[src/rtl/regfile_read_port.sv]
// 8 x WIDTH register array with one one-hot write wordline and two registered
// read ports, including same-cycle write-to-read bypass and wordline checking.
module regfile_read_port #(
    parameter int WIDTH    = 16,
    parameter int ZERO_REG = 1
) (
    input  logic             clk,
    input  logic             rst_n,
    input  logic [7:0]       Wordline,
    input  logic [WIDTH-1:0] WriteData,
    input  logic [2:0]       SrcReg1,
    input  logic [2:0]       SrcReg2,
    input  logic             ReadEn1,
    input  logic             ReadEn2,
    output logic [WIDTH-1:0] SrcData1,
    output logic [WIDTH-1:0] SrcData2,
    output logic             Valid1,
    output logic             Valid2,
    output logic             WlErr
);

    // Handshake: no back-pressure. ValidN is high for exactly the cycle after
    // an edge where ReadEnN was sampled high; SrcDataN holds between requests.

    logic [WIDTH-1:0] regs [8];
    logic [WIDTH-1:0] fwd  [8];
    logic [7:0]       we;
    logic [7:0]       rd_sel1;
    logic [7:0]       rd_sel2;
    logic [WIDTH-1:0] rd_val1;
    logic [WIDTH-1:0] rd_val2;
    logic             wl_nonzero;
    logic             wl_onehot;
    logic             wl_multi;

    assign wl_nonzero = (Wordline != 8'h00);
    assign wl_onehot  = wl_nonzero && ((Wordline & (Wordline - 8'd1)) == 8'h00);
    assign wl_multi   = wl_nonzero && !wl_onehot;

    // Register 0 is never written when hardwired, so it also never bypasses.
    always_comb begin
        we = 8'h00;
        for (int i = 0; i < 8; i++) begin
            we[i] = wl_onehot && Wordline[i] && !((ZERO_REG != 0) && (i == 0));
        end
    end

    always_comb begin
        for (int i = 0; i < 8; i++) begin
            fwd[i] = we[i] ? WriteData : regs[i];
            if ((ZERO_REG != 0) && (i == 0)) begin
                fwd[i] = '0;
            end
        end
    end

    assign rd_sel1 = 8'h01 << SrcReg1;
    assign rd_sel2 = 8'h01 << SrcReg2;

    // One-hot AND-OR selection keeps both read muxes flat and identical.
    always_comb begin
        rd_val1 = '0;
        rd_val2 = '0;
        for (int i = 0; i < 8; i++) begin
            rd_val1 = rd_val1 | (fwd[i] & {WIDTH{rd_sel1[i]}});
            rd_val2 = rd_val2 | (fwd[i] & {WIDTH{rd_sel2[i]}});
        end
    end

    always_ff @(posedge clk or negedge rst_n) begin
        if (!rst_n) begin
            for (int i = 0; i < 8; i++) begin
                regs[i] <= '0;
            end
        end else begin
            for (int i = 0; i < 8; i++) begin
                if (we[i]) begin
                    regs[i] <= WriteData;
                end
            end
        end
    end

    always_ff @(posedge clk or negedge rst_n) begin
        if (!rst_n) begin
            SrcData1 <= '0;
            Valid1   <= 1'b0;
        end else begin
            if (ReadEn1) begin
                SrcData1 <= rd_val1;
            end
            Valid1 <= ReadEn1;
        end
    end

    always_ff @(posedge clk or negedge rst_n) begin
        if (!rst_n) begin
            SrcData2 <= '0;
            Valid2   <= 1'b0;
        end else begin
            if (ReadEn2) begin
                SrcData2 <= rd_val2;
            end
            Valid2 <= ReadEn2;
        end
    end

    // Sticky until reset; a legal write afterwards does not clear it.
    always_ff @(posedge clk or negedge rst_n) begin
        if (!rst_n) begin
            WlErr <= 1'b0;
        end else if (wl_multi) begin
            WlErr <= 1'b1;
        end
    end

endmodule

[config.mk]
export PLATFORM = sky130hd
export DESIGN_NAME = regfile_read_port
export DESIGN_NICKNAME = d
export VERILOG_FILES = /design/src/rtl/regfile_read_port.sv
export SDC_FILE = /design/constraint.sdc
export NUM_CORES = 1
export LEC_CHECK = 0
export BUFFER_PORTS_ARGS = -buffer_cell sky130_fd_sc_hd__buf_2
export CORE_UTILIZATION = 50
export DETAILED_ROUTE_END_ITERATION = 8
export GPL_TIMING_DRIVEN = 0
export PLACE_DENSITY = 0.69
export SLEW_MARGIN = 20
export SYNTH_ARGS = -nofsm -noshare
export SYNTH_HDL_FRONTEND = slang
export SYNTH_SLANG_ARGS = --single-unit
[constraint.sdc]
create_clock -name clk -period 4.4 [get_ports clk]
set_input_delay 0.22 -clock clk [delete_from_list [all_inputs] [get_ports clk]]
set_output_delay 0.22 -clock clk [all_outputs]
set_load 0.02 [all_outputs]
==> impl_metrics.py <==
metrics = {
    "synthesis": {
        "yosysWarningCount": 0,
        "postSynthRegisterBits": 147,
        "postSynth.topFlopCell": "sky130_fd_sc_hd__dfrtp_1",
        "post_synth_edffs": 0,
        "asyncSetResetFlopFracSynth_pct": 100,
        "syn-num-nets": 793,
        "syn-mean-instance-area_um2": 10.6,
        "mappedNetlistArea_um2": 8040,
        "netlist-cell-type-count": 51,
        "synth_cells": 759,
        "ys_seq_area_share_pct": 45.8,
    },
    "clock_tree": {
        "clock-sinks": 147,
        "cts_tree": "built",
        "clockRootBuffer": "sky130_fd_sc_hd__clkbuf_16",
        "ctsLongestPathBuffers": 2,
        "cts.reportedPaths.clkPinSlew_ns": 0.07,
        "clk_latency_ns": 0.44,
        "htreeDepth": 4,
        "number_of_buffers_created_by_cts": 17,
    },
    "global_routing": {
        "grt_antenna_before_repair": 0,
        "grt_first_pass_wirelength_um": 38500,
        "remaining_global_route_overflow": 0,
        "grt_pass1_vias": 6777,
        "grt_max_degree": 76,
        "grt_usage_pct": 30.9,
    },
    "cells_and_area": {
        "stdcell_count": 1070,
        "post_route_cells_drive_above_1_share_pct": 21.9,
        "final_common_cell": "sky130_fd_sc_hd__dfrtp_1",
        "layout-area-overhead-vs-synth_pct": 15.5,
        "num-nets-final": 880,
        "diode_count": 0,
        "post-route-cell-area_um2": 9290,
        "layout_common_cells": "147 x sky130_fd_sc_hd__dfrtp_1, 80 x sky130_fd_sc_hd__buf_2, 69 x sky130_fd_sc_hd__nor2_1",
    },
    "die": {
        "fp.dieW_um": 129,
        "fp-row-count": 45,
        "design.portCount": 69,
        "die-area_um2": 16600,
        "initial_utilization_pct": 52.1,
        "core_area_um2": 15400,
        "die_height_um": 129,
    },
    "timing": {
        "layout_worst_path_cycle_share_pct": 59.0,
        "final.min_clock_period_ns": 2.60,
        "timing.max_slew.rel_slack_pct": 33.0,
        "worst-slew-pin-transition_ns": 1.00,
        "finalHoldWorstSlack_ns": 0.0656,
        "setup_repair_after_global_routing_missed_its_margin": "no",
        "final.setup.tns_ns": 0,
        "timing_hold_violations_final": 0,
        "final.setup_skew_ns": 0.0102,
        "report.final.slew_viol_count": 0,
        "fmaxAchievable_mhz": 385,
        "finalSetupViolCount": 0,
    },
    "drt": {
        "detailedRoute.firstPassIterationCount": 6,
        "vias_per_cell": 6.61,
        "dr_total_vias": 7075,
        "drt_first_iter_violations": 1019,
        "route.final.wire_length_um": 24500,
        "postRouteAntennaNets": 0,
        "wire_per_inst_um": 22.9,
        "number_of_drc_violations_after_detailed_routing": 0,
    },
    "run": {
        "max-cap-violations": 0,
    },
    "placed_design": {
        "buffer_ports.inserted": 64,
        "numPlacedInstances": 1035,
        "hpwl_dp_um": 18200,
        "gp_routability_congestion": 0.938,
        "dpl_cell_area_um2": 8660,
    },
    "power": {
        "worst_ir_drop_vdd_mv": 0.281,
        "cellPowerDensity_nw_per_um2": 401,
        "p_leak_nw": 4.59,
    },
    "setup_path": {
        "critPathCaptureType": "flop",
        "arrival_worst_endpoint_ns": 2.92,
        "worstPathRequired_ns": 4.72,
        "cp_max_fo": 10,
        "worstSetupPathType": "input pin to flop",
        "startpoint_type": "input pin",
    },
    "hold_path": {
        "worstHoldPathType": "input pin to flop",
    },
    "outcome": {
        "outcome": "finished clean",
    },
}
per-layer routing:
metal	track usage (%)	vias to the layer above	routed length, µm
met4	8.79	0	431
met3	4.78	49	1660
li1	-	3100	-
met1	45.6	3558	11200
met5	0	-	0
met2	47.1	368	11200
critical path, stage by stage:
cell and delay [ns]:
sky130_fd_sc_hd__buf_2 0.12, sky130_fd_sc_hd__buf_2 0.19, sky130_fd_sc_hd__nor4_1 0.77, sky130_fd_sc_hd__nand4_1 0.57
sky130_fd_sc_hd__clkbuf_1 0.41, sky130_fd_sc_hd__o221ai_1 0.28, sky130_fd_sc_hd__o22ai_1 0.16, sky130_fd_sc_hd__o22a_1 0.20
stage by stage:
stage | power, mW | utilization, % | setup WS, ns
finish | 3.72 | 60.2 | 1.80
global route | 3.85 | 60.2 | 1.64
CTS | 3.72 | 60.2 | 1.87
detailed placement | 2.25 | 56.1 | 1.43
global placement | 2.22 | 55.9 | 1.10
floorplan | 2.02 | - | 2.16
cells by family after synthesis:
logic type,count (synthesis),share of synthesized area (%)
multiplexers,112,15.0
buffers and inverters,130,6.58
adder cells (fa/ha/maj),1,0.124
AND/OR/NAND/NOR,114,6.69
XOR/XNOR,2,0.218
flip-flops,147,45.8
AO/OA/AOI/OAI,253,25.6
timing repair:
item / 4_1_cts / 5_1_grt
endpoints found under the hold margin: 74 / 0
setup buffers: 0 / 0
hold buffers: 3 / 0
gates resized for setup: 0 / 0
where the power goes:
group / total, mW / switching [mW] / leakage [nW] / internal, mW
clock network: 1.47 / 0.624 / 0.275 / 0.848
logic: 0.597 / 0.359 / 2.39 / 0.238
registers: 1.66 / 0.145 / 1.93 / 1.51
total: 3.72 / 1.13 / 4.59 / 2.60
final timing paths:
check                      slack, ns           end    startpoint  cells after the start
max                             1.80  SrcData2[11]   Wordline[2]                      8
min                             0.07      regs[20]  WriteData[4]                      3
max reg2reg                     2.70  SrcData1[15]      regs[95]                      4
min reg2reg                     0.50         WlErr         WlErr                      2
max in group asynchronous       3.31      regs[73]         rst_n                      3
min in group asynchronous       0.33      regs[31]         rst_n                      2
cell usage after synthesis, drive strengths merged, types with 17 or more instances:
cell type	n	area, µm²
inv	52	195
a22oi	18	135
dfrtp	147	3680
a221oi	39	342
mux2i	48	484
clkbuf	54	204
a221o	17	170
mux2	64	721
buf	24	130
o221ai	48	420
nor2	69	259
sequential cells by signal (all words and copies together), names as in the netlist:
register,count
SrcData1,16
SrcData2,16
Valid1,1
Valid2,1
WlErr,1
regs,112
cell type report:
type | instances | area, µm²
fillers | 1328 | 6140
multi-input cells | 482 | 3830
flip-flops and latches | 147 | 3680
clock buffers | 17 | 425
repair buffers | 68 | 388
plain buffers | 78 | 334
well taps | 211 | 264
inverters | 52 | 195
clock inverters | 15 | 170
(Power assumes the default switching activity.)
